File: src/rtl/tdm_demux_if.sv
// tdm_demux_if: bundle of the TDM receive link and its demultiplexed outputs.
//   master : drives serial_in / bit_valid / frame_sync, observes the lane outputs
//   slave  : the demultiplexer; samples the link and drives lane_data, lane_valid,
//            slot, locked and sync_error
interface tdm_demux_if;
  logic        serial_in;
  logic        bit_valid;
  logic        frame_sync;
  logic [31:0] lane_data;
  logic [3:0]  lane_valid;
  logic [1:0]  slot;
  logic        locked;
  logic        sync_error;

  modport master (
    output serial_in, bit_valid, frame_sync,
    input  lane_data, lane_valid, slot, locked, sync_error
  );

  modport slave (
    input  serial_in, bit_valid, frame_sync,
    output lane_data, lane_valid, slot, locked, sync_error
  );
endinterface

File: src/rtl/tdm_demux.sv
// tdm_demux: receive end of a 4:1 bit-interleaved TDM link.
// A frame is 4 consecutive valid bits (slot k -> lane k); every lane byte is
// sent MSB first, one bit per frame, over 8 frames. frame_sync must mark each
// slot-0 bit and never appear on slots 1-3.
// Ports:
//   clk   : single clock, rising edge
//   reset : synchronous, active-high
//   bus   : tdm_demux_if.slave
//     serial_in/bit_valid/frame_sync : link inputs, qualified by bit_valid
//     lane_data[8i+7:8i] : last completed byte of lane i (held)
//     lane_valid[i]      : one-cycle pulse, lane i just completed
//     slot               : slot the next valid bit will be assigned to
//     locked             : 1 while frame alignment is held
//     sync_error         : one-cycle pulse on a framing violation
module tdm_demux (
  input  logic        clk,
  input  logic        reset,
  tdm_demux_if.slave  bus
);

  localparam int DATA_W = 8;
  localparam int LANES  = 4;

  typedef enum logic {HUNT = 1'b0, LOCKED = 1'b1} state_t;

  state_t                          state_p1, state_d;
  logic [1:0]                      slot_p1, slot_d;
  logic [2:0]                      bit_cnt_p1, bit_cnt_d;
  logic [LANES-1:0][DATA_W-1:0]    shreg_p1, shreg_d;
  logic [LANES-1:0][DATA_W-1:0]    lane_p1, lane_d;
  logic [LANES-1:0]                vld_p1, vld_d;
  logic                            sync_err_p1, sync_err_d;

  function automatic logic [DATA_W-1:0] shift_in(input logic [DATA_W-1:0] cur,
                                                 input logic b);
    return {cur[DATA_W-2:0], b};
  endfunction

  // Next-state / output decode
  always_comb begin
    state_d    = state_p1;
    slot_d     = slot_p1;
    bit_cnt_d  = bit_cnt_p1;
    shreg_d    = shreg_p1;
    lane_d     = lane_p1;
    vld_d      = '0;
    sync_err_d = 1'b0;

    if (bus.bit_valid) begin
      if (state_p1 == HUNT) begin
        // Bits without frame_sync are dropped while hunting.
        if (bus.frame_sync) begin
          state_d   = LOCKED;
          shreg_d   = '0;
          shreg_d[0] = shift_in('0, bus.serial_in);
          slot_d    = 2'd1;
          bit_cnt_d = 3'd0;
        end
      end else begin
        if (bus.frame_sync && (slot_p1 != 2'd0)) begin
          // Early sync: realign on this bit as the new slot 0.
          sync_err_d = 1'b1;
          shreg_d    = '0;
          shreg_d[0] = shift_in('0, bus.serial_in);
          slot_d     = 2'd1;
          bit_cnt_d  = 3'd0;
        end else if (!bus.frame_sync && (slot_p1 == 2'd0)) begin
          // Missing sync: alignment lost, drop the bit and hunt again.
          sync_err_d = 1'b1;
          shreg_d    = '0;
          slot_d     = 2'd0;
          bit_cnt_d  = 3'd0;
          state_d    = HUNT;
        end else begin
          shreg_d[slot_p1] = shift_in(shreg_p1[slot_p1], bus.serial_in);
          if (bit_cnt_p1 == 3'd7) begin
            lane_d[slot_p1] = shift_in(shreg_p1[slot_p1], bus.serial_in);
            vld_d[slot_p1]  = 1'b1;
          end
          slot_d = slot_p1 + 2'd1;
          if (slot_p1 == 2'd3) begin
            bit_cnt_d = bit_cnt_p1 + 3'd1;
          end
        end
      end
    end
  end

  // Register stage: all outputs come straight from here
  always_ff @(posedge clk) begin
    if (reset) begin
      state_p1    <= HUNT;
      slot_p1     <= '0;
      bit_cnt_p1  <= '0;
      shreg_p1    <= '0;
      lane_p1     <= '0;
      vld_p1      <= '0;
      sync_err_p1 <= 1'b0;
    end else begin
      state_p1    <= state_d;
      slot_p1     <= slot_d;
      bit_cnt_p1  <= bit_cnt_d;
      shreg_p1    <= shreg_d;
      lane_p1     <= lane_d;
      vld_p1      <= vld_d;
      sync_err_p1 <= sync_err_d;
    end
  end

  assign bus.lane_data  = lane_p1;
  assign bus.lane_valid = vld_p1;
  assign bus.slot       = slot_p1;
  assign bus.locked     = (state_p1 == LOCKED);
  assign bus.sync_error = sync_err_p1;

endmodule
File: src/flat_wrapper.sv
// flat-port wrapper written by rule: the top's interface ports become plain ports
module tdm_demux_flat 
  (clk, reset, bus_serial_in, bus_bit_valid, bus_frame_sync, bus_lane_data, bus_lane_valid, bus_slot, bus_locked, bus_sync_error);
  tdm_demux_if bus_i ();
  input  logic clk;
  input  logic reset;
  input wire logic [$bits(bus_i.serial_in)-1:0] bus_serial_in;
  input wire logic [$bits(bus_i.bit_valid)-1:0] bus_bit_valid;
  input wire logic [$bits(bus_i.frame_sync)-1:0] bus_frame_sync;
  output wire logic [$bits(bus_i.lane_data)-1:0] bus_lane_data;
  output wire logic [$bits(bus_i.lane_valid)-1:0] bus_lane_valid;
  output wire logic [$bits(bus_i.slot)-1:0] bus_slot;
  output wire logic [$bits(bus_i.locked)-1:0] bus_locked;
  output wire logic [$bits(bus_i.sync_error)-1:0] bus_sync_error;
  assign bus_i.serial_in = bus_serial_in;
  assign bus_i.bit_valid = bus_bit_valid;
  assign bus_i.frame_sync = bus_frame_sync;
  assign bus_lane_data = bus_i.lane_data;
  assign bus_lane_valid = bus_i.lane_valid;
  assign bus_slot = bus_i.slot;
  assign bus_locked = bus_i.locked;
  assign bus_sync_error = bus_i.sync_error;
  tdm_demux u_core (.clk(clk), .reset(reset), .bus(bus_i));
endmodule
File: config.mk
export PLATFORM = sky130hd
export DESIGN_NAME = tdm_demux_flat
export DESIGN_NICKNAME = d
export VERILOG_FILES = /design/src/rtl/tdm_demux_if.sv /design/src/rtl/tdm_demux.sv /design/src/flat_wrapper.sv
export SDC_FILE = /design/constraint.sdc
export NUM_CORES = 1
export LEC_CHECK = 0
export CAP_MARGIN = 25
export CORE_AREA = 2 2 86 88
export DETAILED_ROUTE_END_ITERATION = 10
export DIE_AREA = 0 0 88 90
export PLACE_DENSITY = 0.72
export SYNTH_ARGS = -nofsm -noshare
export SYNTH_HDL_FRONTEND = slang
export SYNTH_SLANG_ARGS = --single-unit
File: constraint.sdc
create_clock -name clk -period 3.1 [get_ports clk]
set_input_delay 0.465 -clock clk [delete_from_list [all_inputs] [get_ports clk]]
set_output_delay 0.465 -clock clk [all_outputs]
set_load 0.005 [all_outputs]
**Yosys cells after proc, flatten, opt, wreduce, memory -nomap -nowiden**

Cells that the tools add are included.
Widths: inputs -> output; s select.

- Flip-flop bits (word level): 75
- Latch bits: 0
- Bits in writable memories: 0
- ROM bits: 0
- Output and inout bits: 40
- Logic and storage cells: 64
- Memories: 0

- $add $sub $neg: 2
- $mul: 0
- Divide/modulo/power cells: 0
- $lt $le $gt $ge: 2
- Equal/unequal tests: 3
- Shift-type cells: 0
- Muxes and demuxes: 27
- Bitwise operators: 5
- Reduce and logical (&&, ||, !) cells: 12

Operators by type and width:

| operator | number |
|---|---|
| $mux 32 | 4 |
| $bwmux 32 | 2 |
| $bmux 8 s2 | 1 |
| $demux 8 s2 | 1 |
| $mux 3 | 5 |
| $mux 2 | 4 |
| $mux 8 | 1 |
| $mux 1 | 7 |
| $mux 7 | 1 |
| $reduce_or 6->1 | 1 |
| $not 1->1 | 5 |
| $reduce_and 5->1 | 1 |
| $ne 4x4->1 const B | 1 |
| $reduce_bool 2->1 | 2 |
| $add 3x1->3 const B | 1 |
| $eq 3x3->1 const B | 1 |
| $logic_and 1x1->1 | 3 |
| $lt 2x3->1 const B | 1 |
| $reduce_and 3->1 | 1 |
| $reduce_or 3->1 | 1 |
| $add 2x1->2 const B | 1 |
| $demux 1 s2 | 1 |
| $eq 2x2->1 const B | 1 |
| $ge 2x1->1 const B | 1 |
| 3 further kinds | 3 |

**Logic depth before layout (Yosys ltp)**

- Depth in word-level cells: 8
- Gate-level depth with buffers: 9
- Mapped depth without buffers: 7

**Worst setup path before layout**

No wires, ideal clock.

- Path type: register to register
- Start point: register u_core.slot_p1[1] (netlist: u_core.bus.slot[1])
- End point: register u_core.bit_cnt_p1[1]
- Library setup time: 60 ps
- Arrival: 2287 ps
- Data required time: 3040 ps
- Path slack: 753 ps
- Stages on the path, launching flop included: 9
- Buffers on the path: 2
- Period minus slack after synthesis: 2347 ps
- Cells stage by stage: dfxtp_1 -> clkbuf_1 -> inv_1 -> ha_1 -> ha_1 -> buf_6 -> or4b_4 -> a21oi_4 -> a22o_1

- Word-level cells in the longest chain between the ends: 5
- Elaborated cells between the ends (all ways): 10
- Classes of those cells: 2 x eq/ne; 3 x mux; 5 x reduce/logical

RTL lines:

| item | RTL line | text |
|---|---|---|
| from (decl) | tdm_demux.sv:27 | `logic [1:0] slot_p1, slot_d;` |
| from (signal assigned) | tdm_demux.sv:101 | `slot_p1 <= slot_d;` |
| $logic_not 2->1 | tdm_demux.sv:67 | `end else if (!bus.frame_sync && (slot_p1 == 2'd0)) begin` |
| $logic_and 1x1->1 | tdm_demux.sv:67 |  |
| $mux 3 | tdm_demux.sv:67 |  |
| $mux 3 | tdm_demux.sv:60 | `if (bus.frame_sync && (slot_p1 != 2'd0)) begin` |
| $mux 3 | tdm_demux.sv:50 | `if (state_p1 == HUNT) begin` |
| to (signal assigned) | tdm_demux.sv:102 | `bit_cnt_p1 <= bit_cnt_d;` |
| to (decl) | tdm_demux.sv:28 | `logic [2:0] bit_cnt_p1, bit_cnt_d;` |

Several ways; a longest one is shown, not always the timed one.
A chain may end at the register's enable or synchronous reset.

**Worst setup path in the final report**

- Start point: register u_core.slot_p1[0] (netlist: u_core.bus.slot[0])
- End point: register u_core.shreg_p1[13] (netlist bit)

- Word-level cells in the longest chain between the ends: 8
- Elaborated cells between the ends (all ways): 15
- Classes of those cells: 2 x order compare; 8 x mux; 5 x reduce/logical

RTL lines:

| item | RTL line | text |
|---|---|---|
| $lt 2x3->1 (implied by the code) or $ge 2x1->1 (tied branches) | tdm_demux.sv:75 | `shreg_d[slot_p1] = shift_in(shreg_p1[slot_p1], bus.serial_in);` |
| $logic_and 1x1->1 (implied by the code) | tdm_demux.sv:75 |  |
| $mux 8 (implied by the code) | tdm_demux.sv:75 |  |
| $demux 8 s2 | - |  |
| $bwmux 32 | tdm_demux.sv:75 |  |
| $mux 32 | tdm_demux.sv:67 |  |
| $mux 32 * | tdm_demux.sv:60 |  |
| $mux 32 * | tdm_demux.sv:50 |  |
| to (signal assigned) | tdm_demux.sv:103 | `shreg_p1 <= shreg_d;` |
| to (decl) | tdm_demux.sv:29 | `logic [LANES-1:0][DATA_W-1:0] shreg_p1, shreg_d;` |

Every way passes the cells marked *; elsewhere a longest branch is shown, timed or not. The select of a mux whose other input is x is not followed.

==> flow_summary_export.csv <==
group,metric,value,unit
setup_path,r2r-start,"u_core.bus.slot[0]",
global_routing,grt_start_max_net_pins,20,
clock_tree,insertion_delay,350,ps
routing,drtAntennaViolNets,0,
setup_path,r2r-end,"u_core.shreg_p1[13]",
setup_path,worst-setup-path-type,"reg -> reg",
sta,fin_crit,2440,ps
synthesis,syn_avg_cell_area,12.4,sq um
clock_tree,clockBufferDepth,2,
power,power.share.sequential,54.2,%
hold_path,hold_path_depth,1,
power,vdd_ir_drop_max,0.260,mV
power,combPwrFrac,6.2,%
run,cap_violations,0,
floorplan,dieArea,7920,sq um
sta,finClkSkew,10.4,ps
clock_tree,post_cts_resize_count,0,
routing,post_drt_via_cell_ratio,5.47,
global_routing,grtUsageMet1,22.8,%
routing,wl,6420,um
setup_path,cp-end-kind,"flop",
setup_path,cp.required,3400,ps
placed_design,place.port_buffers,44,
floorplan,rows,31,
clock_tree,clkSinkCount,71,
routing,vias,2051,
clock_tree,cts_root_buf,"clkbuf_8",
synthesis,yosys.area.top_type_share,51.9,%
routing,drcViolationCount,0,
synthesis,ys_warn_count,0,
routing,avgRoutedWirePerCell,17.1,um
global_routing,grt_pass1_wl,10300,um
global_routing,busiest_layer,"met2",
sta,worst_pin_slew,700,ps
global_routing,grtUsageMet2,25.9,%
power,power_density,489,nW/um^2
sta,hold_viol_final,0,
power,switching_share,25.3,%
synthesis,synthCells,221,
layout,final_layout_size_suffix_gt1_share,18.1,%
clock_tree,cts-hold-fix-buffers,0,
synthesis,post_synth_num_cell_types,32,
sta,slew_violations,0,
global_routing,grt_util_all_layers,17.1,%
power,p_clk_share,39.7,%
power,switching_power,429,uW
synthesis,synth_area,2740,sq um
synthesis,synth_seq_cells,71,
layout,n_fill_cell,640,
setup_path,crit_arrival,2730,ps
sta,rsz0062_at_grt,"false",
floorplan,core_area,7020,sq um
synthesis,yosysSeqAreaShare,51.9,%
floorplan,fp.dieW,88,um
power,p_leak,1.23,nW
floorplan,die_h,90,um
synthesis,syn-num-nets,235,
outcome,status,"completed",
floorplan,ioPinCount,45,
setup_path,worstPathMaxFanout,11,
global_routing,grt_pass1_vias,1995,
routing,drtIter0Drc,173,
layout,syn_to_final_growth,26.7,%
floorplan,initial_core_util,39.0,%
global_routing,antenna_found_initial,0,
clock_tree,clk_pin_slew,80,ps
global_routing,grt_overflow_total,0,
hold_path,hp-start,"u_core.bus.lane_data[26]",
synthesis,synth.area.top_cells,"dfxtp_1 (52%), a22o_1 (17%), mux4_2 (5.8%), ha_1 (4.1%), a21oi_1 (2.6%)",
routing,drt_pre_antenna_iters,4,
placed_design,finalWeightedCongestion,0.860,
synthesis,synth_area_leader_cell,"dfxtp_1",
sta,fin_crit_sh,78.6,%
layout,nNetsFinal,285,
clock_tree,cts_tree,"done",
power,power.internal,1.27,mW
clock_tree,cts_setup_buffers,0,
sta,postLayoutSetupSlackWorst,662,ps
sta,fmax,410,MHz
global_routing,grtUsageMet3,6.34,%
hold_path,worst_hold_path_type,"reg -> reg",
setup_path,r2r_cells,7,
layout,antenna_cells,0,
clock_tree,cts_buffers,9,
placed_design,place_worst_setup_slack,401,ps
setup_path,start_kind,"flop",
sta,maxSlewHeadroom,52.9,%
setup_path,r2r_slack,660,ps
clock_tree,ctsHtreeMaxLevel,3,
placed_design,hpwl,4450,um
sta,finalSetupViolCount,0,
sta,tns,0,ps
hold_path,whs_endpoint,"u_core.bus.lane_data[26]",
==> cell usage after synthesis (all sizes together) <==
library cell and instances:
nand3 4, nor3 4, dfxtp 71, o21a 1, a21bo 4, buf 7
nor4 4, ha 9, or3b 1, and4 1, nor2 2, nor3b 1
o21ai 5, nand4 5, or4b 3, mux4 7, a211oi 1, a311oi 1
nand2 2, mux2 1, nor4b 1, nand3b 1, inv 7, nand4b 1
a22o 54, a21oi 18, clkbuf 5
==> final cells by class <==
type,count,area (sq um),share of cell area (%)
well taps,99,124,3.57
clock buffers,10,138,3.97
multi-input cells,131,1220,35.2
inverters,7,26.3,0.758
flip-flops and latches,71,1420,41.0
repair buffers,51,493,14.2
clock inverters,6,45.0,1.30
==> kinds of logic (layout without fill, tap and decap cells) <==
family | after synthesis | count (layout) | synth area share, %
mux | 8 | 8 | 6.17
flops | 71 | 71 | 51.9
fa+ha+maj | 9 | 9 | 4.12
buf+inv | 19 | 74 | 3.48
simple gates | 30 | 30 | 9.37
compound gates | 84 | 84 | 24.9
==> routing by layer <==
layer  routed length (um)  part of all wire [%]
met4                   56                  0.87
met1                 2960                    46
met5                    0                     0
met3                  369                   5.8
met2                 3030                    47
==> registers in the layout, summed over array words and instances, names as in the netlist <==
register	count
u_core.bus.lane_data	32
u_core.shreg_p1	28
u_core.bus.lane_valid	4
u_core.bit_cnt_p1	3
u_core.bus.slot	2
u_core.bus.locked	1
u_core.bus.sync_error	1
==> power groups by stage <==
stage | registers [mW] | logic [mW] | clock network (mW)
after floorplan | 0.938 | 0.0745 | 0
after global placement | 0.940 | 0.102 | 0
after detailed placement | 0.940 | 0.103 | 0
after CTS | 0.918 | 0.104 | 0.685
after global routing | 0.919 | 0.113 | 0.720
final | 0.919 | 0.105 | 0.673
==> how the worst max path moves through the flow <==
stage | start | end | slack, ps | cells after the start
finish | u_core.bus.slot[0] | u_core.shreg_p1[13] | 660 | 7
global route | u_core.bus.slot[0] | u_core.shreg_p1[13] | 530 | 7
CTS | u_core.bus.slot[0] | u_core.shreg_p1[13] | 670 | 7
detailed placement | bus_frame_sync | u_core.shreg_p1[13] | 400 | 6
global placement | bus_frame_sync | u_core.bit_cnt_p1[1] | 490 | 6
floorplan | u_core.bus.slot[1] | u_core.bit_cnt_p1[1] | 750 | 8
==> critical path, stage by stage, from the launching register on <==
cell	delay, ps
dfxtp_1	310
inv_1	100
ha_1	290
inv_1	160
ha_1	380
or4b_4	590
a21oi_2	330
a22o_1	220
==> metrics by stage <==
stage / power (mW) / instance area [sq um] / std cells / util, % / hold WS [ps]
3_3_place_gp: 1.04 / 3280 / 359 / 46.8 / 456
6_report: 1.70 / 3470 / 375 / 49.4 / 477
2_1_floorplan: 1.01 / 2740 / 221 / - / 438
5_1_grt: 1.75 / 3470 / 375 / 49.4 / 494
4_1_cts: 1.71 / 3470 / 375 / 49.4 / 477
3_5_place_dp: 1.04 / 3280 / 359 / 46.8 / 455
==> placed cells by master, fill, tap and decap left out, types with 2 or more instances in the layout <==
| cell type | n |
|---|---|
| a21bo_2 | 4 |
| a22o_1 | 54 |
| nand2_1 | 2 |
| nor4_2 | 3 |
| or4b_4 | 3 |
| a21oi_2 | 2 |
| buf_4 | 7 |
| nor2_1 | 2 |
| clkinvlp_4 | 3 |
| o21ai_0 | 5 |
| nor3_2 | 4 |
| a21oi_4 | 2 |
| mux4_2 | 7 |
| clkbuf_8 | 10 |
| inv_1 | 7 |
| nand4_1 | 5 |
| ha_1 | 9 |
| clkdlybuf4s50_1 | 44 |
| a21oi_1 | 14 |
| nand3_1 | 4 |
| dfxtp_1 | 71 |
Note: power is estimated with default switching activity, not from simulation.
